<file path="src/rtl/stat_pkt_ext.sv">
// Per-flow byte/packet statistics with clear-on-read and an INIT sweep of the counter memory.
// Two-stage pipeline: p0 holds accepted requests, p1 holds the pending write-back, forwarded into p0.
module stat_pkt_ext #(
  parameter int A_WIDTH   = 3,
  parameter int SIZE_W    = 16,
  parameter int BYTE_W    = 32,
  parameter int PKT_W     = 32,
  parameter int SATURATE  = 0,
  parameter int CLR_ON_RD = 1
) (
  input  logic               clk_i,
  input  logic               rst_i,
  input  logic [A_WIDTH-1:0] rx_flow_num_i,
  input  logic [SIZE_W-1:0]  pkt_size_i,
  input  logic               pkt_size_ena_i,
  input  logic               rd_stb_i,
  input  logic [A_WIDTH-1:0] rd_flow_num_i,
  output logic [BYTE_W-1:0]  rd_bytes_o,
  output logic [PKT_W-1:0]   rd_pkts_o,
  output logic               rd_data_val_o,
  output logic               init_done_o
);

  localparam int NFLOW = 1 << A_WIDTH;

  typedef enum logic {INIT, RUN} state_t;

  state_t             state, state_nxt;
  logic [A_WIDTH-1:0] clr_ptr;
  logic               init_we;
  logic               run;

  logic [BYTE_W-1:0]  bytes_mem [NFLOW];
  logic [PKT_W-1:0]   pkts_mem  [NFLOW];

  logic               upd_vld_p0, rd_vld_p0;
  logic [A_WIDTH-1:0] upd_flow_p0, rd_flow_p0;
  logic [SIZE_W-1:0]  upd_size_p0;

  logic               wr_vld_p1, clr_vld_p1;
  logic [A_WIDTH-1:0] wr_flow_p1, clr_flow_p1;
  logic [BYTE_W-1:0]  wr_bytes_p1;
  logic [PKT_W-1:0]   wr_pkts_p1;

  logic [BYTE_W-1:0]  upd_bytes_cur, rd_bytes_cur;
  logic [PKT_W-1:0]   upd_pkts_cur, rd_pkts_cur;

  function automatic logic [BYTE_W-1:0] add_bytes(input logic [BYTE_W-1:0] acc,
                                                  input logic [SIZE_W-1:0] sz);
    logic [BYTE_W:0] sum;
    sum = {1'b0, acc} + {{(BYTE_W - SIZE_W + 1){1'b0}}, sz};
    if (SATURATE != 0 && sum[BYTE_W]) return '1;
    return sum[BYTE_W-1:0];
  endfunction

  function automatic logic [PKT_W-1:0] inc_pkts(input logic [PKT_W-1:0] acc);
    if (SATURATE != 0 && acc == '1) return acc;
    return acc + PKT_W'(1);
  endfunction

  // Control FSM: state register, next state, outputs
  always_ff @(posedge clk_i) begin
    if (!rst_i) begin
      state   <= INIT;
      clr_ptr <= '0;
    end else begin
      state <= state_nxt;
      if (state == INIT) clr_ptr <= clr_ptr + A_WIDTH'(1);
    end
  end

  always_comb begin
    state_nxt = state;
    if (state == INIT && clr_ptr == '1) state_nxt = RUN;
  end

  always_comb begin
    init_we     = (state == INIT);
    run         = (state == RUN);
    init_done_o = run;
  end

  // Stage p0: accepted requests
  always_ff @(posedge clk_i) begin
    if (!rst_i) begin
      upd_vld_p0 <= 1'b0;
      rd_vld_p0  <= 1'b0;
    end else begin
      upd_vld_p0 <= pkt_size_ena_i && run;
      rd_vld_p0  <= rd_stb_i && run;
    end
  end

  always_ff @(posedge clk_i) begin
    upd_flow_p0 <= rx_flow_num_i;
    upd_size_p0 <= pkt_size_i;
    rd_flow_p0  <= rd_flow_num_i;
  end

  // Memory lags by the p1 write-back, so p1 is forwarded; a same-cycle read clears the update's base.
  always_comb begin
    upd_bytes_cur = bytes_mem[upd_flow_p0];
    upd_pkts_cur  = pkts_mem[upd_flow_p0];
    if (clr_vld_p1 && clr_flow_p1 == upd_flow_p0) begin
      upd_bytes_cur = '0;
      upd_pkts_cur  = '0;
    end
    if (wr_vld_p1 && wr_flow_p1 == upd_flow_p0) begin
      upd_bytes_cur = wr_bytes_p1;
      upd_pkts_cur  = wr_pkts_p1;
    end
    if (CLR_ON_RD != 0 && rd_vld_p0 && rd_flow_p0 == upd_flow_p0) begin
      upd_bytes_cur = '0;
      upd_pkts_cur  = '0;
    end

    rd_bytes_cur = bytes_mem[rd_flow_p0];
    rd_pkts_cur  = pkts_mem[rd_flow_p0];
    if (clr_vld_p1 && clr_flow_p1 == rd_flow_p0) begin
      rd_bytes_cur = '0;
      rd_pkts_cur  = '0;
    end
    if (wr_vld_p1 && wr_flow_p1 == rd_flow_p0) begin
      rd_bytes_cur = wr_bytes_p1;
      rd_pkts_cur  = wr_pkts_p1;
    end
  end

  // Stage p1: write-back and read result
  always_ff @(posedge clk_i) begin
    if (!rst_i) begin
      wr_vld_p1     <= 1'b0;
      clr_vld_p1    <= 1'b0;
      rd_data_val_o <= 1'b0;
      rd_bytes_o    <= '0;
      rd_pkts_o     <= '0;
    end else begin
      wr_vld_p1     <= upd_vld_p0;
      clr_vld_p1    <= rd_vld_p0 && (CLR_ON_RD != 0);
      rd_data_val_o <= rd_vld_p0;
      if (rd_vld_p0) begin
        rd_bytes_o <= rd_bytes_cur;
        rd_pkts_o  <= rd_pkts_cur;
      end
    end
  end

  always_ff @(posedge clk_i) begin
    wr_flow_p1  <= upd_flow_p0;
    wr_bytes_p1 <= add_bytes(upd_bytes_cur, upd_size_p0);
    wr_pkts_p1  <= inc_pkts(upd_pkts_cur);
    clr_flow_p1 <= rd_flow_p0;
  end

  // Counter memory; an update write overrides a clear of the same flow
  always_ff @(posedge clk_i) begin
    if (init_we) begin
      bytes_mem[clr_ptr] <= '0;
      pkts_mem[clr_ptr]  <= '0;
    end
    if (clr_vld_p1) begin
      bytes_mem[clr_flow_p1] <= '0;
      pkts_mem[clr_flow_p1]  <= '0;
    end
    if (wr_vld_p1) begin
      bytes_mem[wr_flow_p1] <= wr_bytes_p1;
      pkts_mem[wr_flow_p1]  <= wr_pkts_p1;
    end
  end

endmodule

</file>
<file path="config.mk">
export PLATFORM = sky130hd
export DESIGN_NAME = stat_pkt_ext
export DESIGN_NICKNAME = d
export VERILOG_FILES = /design/src/rtl/stat_pkt_ext.sv
export SDC_FILE = /design/constraint.sdc
export NUM_CORES = 1
export LEC_CHECK = 0
export BUFFER_PORTS_ARGS = -buffer_cell sky130_fd_sc_hd__buf_2
export CAP_MARGIN = 20
export CORE_AREA = 2 2 260 455
export DETAILED_ROUTE_END_ITERATION = 16
export DIE_AREA = 0 0 262 457
export PLACE_DENSITY = 0.43
export SLEW_MARGIN = 20
export SYNTH_ARGS = -nofsm -noshare
export SYNTH_HDL_FRONTEND = slang
export SYNTH_SLANG_ARGS = --single-unit
</file>
<file path="constraint.sdc">
create_clock -name clk_i -period 6.2 [get_ports clk_i]
set_input_delay 0.31 -clock clk_i [delete_from_list [all_inputs] [get_ports clk_i]]
set_output_delay 0.31 -clock clk_i [all_outputs]
set_load 0.005 [all_outputs]
</file>
==> flow_summary.yaml, run 1 <==
yosys:
  netlist_top_cells_area: "sky130_fd_sc_hd__edfxtp_1 (44%), sky130_fd_sc_hd__mux4_2 (16%), sky130_fd_sc_hd__dfxtp_1 (9.5%)"
  seq_area_frac_synth: 0.538
  library_cells_used_by_synthesis: 70
  synth_area_leader_cell: "sky130_fd_sc_hd__edfxtp_1"
  synth-warning-count: 0
  syn_inst: 2518
  mean_area_per_synthesized_cell_sq_um: 13.8
  number_of_enable_type_register_cells_in_the_synthesized_netlist: 512
  mappedNetlistNets: 2564
  synth_top_cell_area_share: 0.444
  ys_async_sr_fraction: 0
  syn-cell-area_sq_um: 34700
  synth_seq_cells: 676
  dominantRegCellSynth: "sky130_fd_sc_hd__edfxtp_1"
finish:
  sequential_cell_area_sq_um: 18700
  nFillCells: 11300
  mostFrequentLayoutCells: "sky130_fd_sc_hd__and2_1 (518), sky130_fd_sc_hd__edfxtp_1 (512), sky130_fd_sc_hd__mux4_2 (243)"
  final_common_cell: "sky130_fd_sc_hd__and2_1"
  syn2layout_area_growth_pct: 14.0
  multi_input_comb_area_sq_um: 15100
  finish.net_count: 2596
  post_route_cells_drive_above_1_share: 0.223
flow_run:
  drv_cap: 0
clock_tree:
  htreeDepth: 3
  post_cts_hold_buffer_count: 24
  cts_resized: 0
  post_cts_buffers: 0
  clock_sink_count: 676
  clock_tree.buffer_depth: 3
  clk_root_buffer_cell: "sky130_fd_sc_hd__clkbuf_16"
  cts_inserted_buffers: 72
  cts_tree: "done"
  worst_setup_hold_path_clk_slew_ns: 0.07
  worst_skew_pair.late_latency_ns: 0.67
timing:
  fin_skew_ns: 0.0221
  layout_worst_path_cycle_share: 0.792
  worst_slew_pin_slew_ns: 1.13
  rsz0062_at_grt: "false"
  final_max_slew_viol_count: 0
  finalSetupViolCount: 0
  min_period_ns: 4.91
  finalSetupTns_ns: 0
  setup_slack_ns: 1.29
  fin_hold_ws_ns: 0.0703
  clock.fmax_mhz: 204
  worst_slew_margin_rel: 0.245
  hold_viol: 0
detailed_routing:
  wirelength_met1_microns: 46500
  drc: 0
  met3_routed_length_microns: 4380
  via_per_inst: 5.29
  routed-wl-met2_microns: 62800
  drt_pass1_iterations: 5
  drt_wl_total_microns: 117000
  drt-initial-drc-count: 1616
  via_count: 21800
  highest_layer: "met4"
  final_antenna_net_count: 0
  drt-wirelength-per-cell_microns: 28.3
floorplanning:
  row_count: 166
  start_util: 0.298
  die-area_sq_um: 120000
  num_io_pins: 92
  floorplan.die.width_microns: 262
  die_boundary_height_microns: 457
  floorplan.core_area_sq_um: 116000
worst_setup_path:
  cp.arrival_ns: 5.49
  worst_setup_path_start_kind: "flop"
  worst-setup-path-type: "flop to flop"
  worst_ep_required_time_ns: 6.78
  timing.critical_path.fanout_max: 41
  cp-end-kind: "flop"
placed_design:
  preCtsSetupSlack_ns: 1.28
  port_buffers: 91
  hpwlAfterDp_microns: 65200
  gpl.final_weighted_congestion: 0.794
power_and_ir_drop:
  power-per-cell-area_nw_per_um2: 287
  power.ir.vdd_worst_v: 0.000218
  finalPower_mw: 11.3
  static-leakage-power_nw: 14.0
global_routing:
  global_route.overflow_total: 0
  global_route_wire_length_before_repair_microns: 169000
  first_global_vias: 23600
  grtUsageTotal: 0.197
  grt_start_max_net_pins: 65
  number_of_antenna_violations_at_the_first_check_in_global_routing: 2
status:
  result_of_the_run: "finished clean"
min_path:
  hold_path_class: "primary input to flop"
registers in the layout (all words and copies together) (netlist names), 16 cells and up:
signal       count
rd_bytes_o      32
upd_size_p0     16
wr_bytes_p1     32
bytes_mem      256
rd_pkts_o       32
wr_pkts_p1      32
pkts_mem       256
per-layer routing:
metal  vias up  track usage
li1       9540            -
met1     11500        0.235
met2       610        0.363
met3       181       0.0237
met4         0       0.0625
met5         -            0
worst max-delay path: stages (launching register included):
cell and delay [ns]:
sky130_fd_sc_hd__dfxtp_4 0.92, sky130_fd_sc_hd__xnor2_1 0.20, sky130_fd_sc_hd__nand4_1 0.17, sky130_fd_sc_hd__nand2_2 0.43, sky130_fd_sc_hd__nor2_1 0.10, sky130_fd_sc_hd__a21oi_1 0.15
sky130_fd_sc_hd__nor2_1 0.06, sky130_fd_sc_hd__ha_1 0.22, sky130_fd_sc_hd__inv_1 0.08, sky130_fd_sc_hd__fa_1 0.22, sky130_fd_sc_hd__nor2b_1 0.07, sky130_fd_sc_hd__o31a_1 0.29
sky130_fd_sc_hd__o41ai_1 0.60, sky130_fd_sc_hd__o211a_1 0.30, sky130_fd_sc_hd__nor3_1 0.10, sky130_fd_sc_hd__o31a_1 0.41, sky130_fd_sc_hd__and4_1 0.26, sky130_fd_sc_hd__nor3_1 0.20
cells by family after synthesis:
group	Yosys count	share of synthesized area
xor gates and xnor gates	64	0.0164
adders and majority gates	20	0.00744
buffers and inverters	226	0.0304
AOI/OAI and AO/OA	271	0.0590
muxes	392	0.207
and+or+nand+nor	869	0.141
DFF	676	0.538
layout make-up:
| cell class | count | share of cell area |
|---|---|---|
| inverter | 14 | 0.00133 |
| tap | 1512 | 0.0479 |
| antenna | 1 | 0.0000634 |
| sequential | 676 | 0.473 |
| timing repair buffer | 170 | 0.0291 |
| multi-input combinational | 1616 | 0.382 |
| clock buffer | 100 | 0.0551 |
| clock inverter | 34 | 0.0112 |
per-stage QoR:
step                cell area, sq um  std cells  utilization
floorplan                      34700       2518            -
global placement               36600       3964        0.315
detailed placement             36600       3964        0.315
CTS                            39500       4122        0.340
global route                   39500       4123        0.340
finish                         39500       4123        0.340
cells in the mapped netlist, drive strengths merged (5+ instances only):
master  count
nand2     154
o211ai     67
mux4      254
mux2i     114
inv        14
or2         6
ha         19
and2      518
xnor2      45
nor2b      14
nor2       74
a21oi      60
clkbuf    138
o211a      65
o21ai      29
a22oi       8
nor3       15
dfxtp     164
and3        7
xor2       19
o21a        5
nand4      16
nand3      34
edfxtp    512
buf        74
mux2       24
a31oi       9
nand2b     12
power breakdown:
group | total [mW] | leakage (nW) | internal (mW) | switching [mW]
combinational | 1.07 | 6.75 | 0.487 | 0.579
sequential | 5.42 | 5.97 | 5.10 | 0.319
clock | 4.83 | 1.28 | 2.88 | 1.95
total | 11.3 | 14.0 | 8.47 | 2.85
worst paths after layout:
kind	start	endpoint	slack, ns	cells past startpoint
worst max-delay path	upd_flow_p0[1]$_DFF_P_	wr_bytes_p1[28]$_DFF_P_	1.29	17
worst min register to register	rd_pkts_o[18]$_SDFFE_PN0P_	rd_pkts_o[18]$_SDFFE_PN0P_	0.47	1
worst max register to register	upd_flow_p0[1]$_DFF_P_	wr_bytes_p1[28]$_DFF_P_	1.29	17
worst min-delay path	rst_i	rd_bytes_o[4]$_SDFFE_PN0P_	0.07	2
Note: power is estimated with default switching activity, not from simulation.
==> inputs of run 2 (changes only) <==
Settings changed: PLACE_DENSITY 0.43 to 0.41.
Clock period 6.2 ns to 4.75 ns, I/O delays scaled along.
==> run 2 against run 1 <==
Sequential power is 30% higher. Critical path depth is 5 lower. Setup slack worse by 0.90 ns. Clock skew is 0.0018 ns lower. Via count is 0.30% lower. Register-to-register slack worse by 0.90 ns. Critical endpoint unchanged. Fmax is 13% higher. Critical path type unchanged. Design area is 0.45% higher.
==> flow_summary.yaml, run 2 (synthesis gave the netlist of run 1 again) <==
status:
  result_of_the_run: "finished clean"
timing:
  final_max_slew_viol_count: 0
  finalSetupViolCount: 0
  hold_viol: 0
  rsz0062_at_grt: "false"
  clock.fmax_mhz: 229
  layout_worst_path_cycle_share: 0.918
  worst_slew_margin_rel: 0.362
  finalSetupTns_ns: 0
  fin_skew_ns: 0.0203
  fin_hold_ws_ns: 0.0475
  min_period_ns: 4.36
  worst_slew_pin_slew_ns: 0.954
  setup_slack_ns: 0.390
clock_tree:
  worst_setup_hold_path_clk_slew_ns: 0.06
  worst_skew_pair.late_latency_ns: 0.67
  cts_tree: "done"
  clock_tree.buffer_depth: 3
  htreeDepth: 3
  post_cts_hold_buffer_count: 24
  post_cts_buffers: 0
  clock_sink_count: 676
  cts_inserted_buffers: 73
  clk_root_buffer_cell: "sky130_fd_sc_hd__clkbuf_16"
  cts_resized: 0
detailed_routing:
  drt_wl_total_microns: 120000
  drt_pass1_iterations: 6
  drc: 0
  via_per_inst: 5.25
  drt-initial-drc-count: 1503
  final_antenna_net_count: 0
  via_count: 21800
  drt-wirelength-per-cell_microns: 28.9
global_routing:
  peak_usage_layer_in_the_global_routing_report: "met2"
  grt.met1_usage: 0.247
  global_route.overflow_total: 0
  number_of_antenna_violations_at_the_first_check_in_global_routing: 4
  grt_start_max_net_pins: 101
  grtUsageTotal: 0.203
  first_global_vias: 23700
  groute.layer.met3.usage: 0.0221
  grt.met2_usage: 0.370
  global_route_wire_length_before_repair_microns: 173000
floorplanning:
  floorplan.die.width_microns: 262
  start_util: 0.298
  floorplan.core_area_sq_um: 116000
  die-area_sq_um: 120000
  num_io_pins: 92
  die_boundary_height_microns: 457
  row_count: 166
power_and_ir_drop:
  static-leakage-power_nw: 14.1
  power.ir.vdd_worst_v: 0.000219
  power-per-cell-area_nw_per_um2: 370
worst_setup_path:
  timing.critical_path.fanout_max: 26
  timing.critical_path.to: "wr_bytes_p1[28]$_DFF_P_"
  reg2reg_setup_slack_ns: 0.39
  worst_setup_path_start_kind: "flop"
  timing.rr.start: "upd_flow_p0[0]$_DFF_P_"
  ff2ff_path_depth: 12
  cp-end-kind: "flop"
  worst_ep_required_time_ns: 5.32
  cp.arrival_ns: 4.94
  worst-setup-path-type: "flop to flop"
  timing.rr.end: "wr_bytes_p1[28]$_DFF_P_"
  crit_start: "upd_flow_p0[0]$_DFF_P_"
finish:
  sequential_cell_area_sq_um: 18700
  final_common_cell: "sky130_fd_sc_hd__and2_1"
  multi_input_comb_area_sq_um: 15100
  finish.net_count: 2619
  post_route_cells_drive_above_1_share: 0.223
  syn2layout_area_growth_pct: 14.5
  nFillCells: 11200
  mostFrequentLayoutCells: "sky130_fd_sc_hd__and2_1 (518), sky130_fd_sc_hd__edfxtp_1 (512), sky130_fd_sc_hd__mux4_2 (243)"
  largest_registers_ranked_by_flip_flop_count: "bytes_mem x256, pkts_mem x256"
placed_design:
  port_buffers: 91
  hpwlAfterDp_microns: 65300
  gpl.final_weighted_congestion: 0.762
  preCtsSetupSlack_ns: 0.416
min_path:
  hold_path_class: "primary input to flop"
flow_run:
  drv_cap: 0
-- run 2: changes by cell type in the layout (fill, tap and decap cells not counted), sizes merged --
cell      previous run  this run
buf                146       168
clkinvlp             4         2
clkbuf             100       113
diode                1         2
clkinv              17        11
bufinv              10         9
inv                 17        15
-- run 2: worst min-delay path by stage --
stage | startpoint | end | slack (ns) | depth (start not counted)
3_3_place_gp | pkt_size_i[14] | upd_size_p0[14]$_DFF_P_ | 0.34 | 1
5_1_grt | rst_i | rd_bytes_o[7]$_SDFFE_PN0P_ | 0.06 | 2
2_1_floorplan | rd_flow_num_i[0] | rd_flow_p0[0]$_DFF_P_ | 0.27 | 0
6_report | rst_i | rd_bytes_o[7]$_SDFFE_PN0P_ | 0.05 | 2
3_5_place_dp | pkt_size_i[13] | upd_size_p0[13]$_DFF_P_ | 0.34 | 1
4_1_cts | rst_i | rd_bytes_o[7]$_SDFFE_PN0P_ | 0.01 | 2
-- run 2: layout make-up --
type / instances / share of cell area
clock buffer: 113 / 0.0551
antenna: 2 / 0.000126
inverter: 14 / 0.00132
clock inverter: 23 / 0.00864
sequential: 676 / 0.471
timing repair buffer: 192 / 0.0356
multi-input combinational: 1616 / 0.381
tap: 1512 / 0.0477
-- run 2: stage by stage --
stage,instances,utilization,instance area (sq um),power (mW)
after global routing,4147,0.341,39700,15.2
after detailed placement,3986,0.317,36900,8.64
final,4148,0.341,39700,14.7
after global placement,3986,0.317,36900,8.62
after CTS,4146,0.341,39700,14.9
after floorplan,2518,-,34700,8.04
-- run 2: worst max-delay path: stages (launching register included) --
cell,delay [ns]
sky130_fd_sc_hd__dfxtp_4,0.57
sky130_fd_sc_hd__xnor2_1,0.20
sky130_fd_sc_hd__and4_2,0.55
sky130_fd_sc_hd__buf_4,0.44
sky130_fd_sc_hd__nor2_1,0.11
sky130_fd_sc_hd__ha_1,0.39
sky130_fd_sc_hd__a21o_1,0.21
sky130_fd_sc_hd__o41ai_1,0.55
sky130_fd_sc_hd__o211a_1,0.30
sky130_fd_sc_hd__nor3_1,0.10
sky130_fd_sc_hd__o31a_1,0.40
sky130_fd_sc_hd__and4_1,0.24
sky130_fd_sc_hd__nor3_1,0.18
-- run 2: report_power, final --
part / switching [mW] / internal (mW) / total [mW]
clock: 2.52 / 3.66 / 6.18
combinational: 0.798 / 0.656 / 1.45
sequential: 0.384 / 6.66 / 7.04
-- run 2: layer usage --
layer | part of all wire | wire [microns] | vias to the layer above
met3 | 0.037 | 4490 | 148
met4 | 0.026 | 3110 | 0
met2 | 0.53 | 64100 | 538
li1 | - | - | 9578
met5 | 0 | 0 | -
met1 | 0.40 | 48300 | 11500
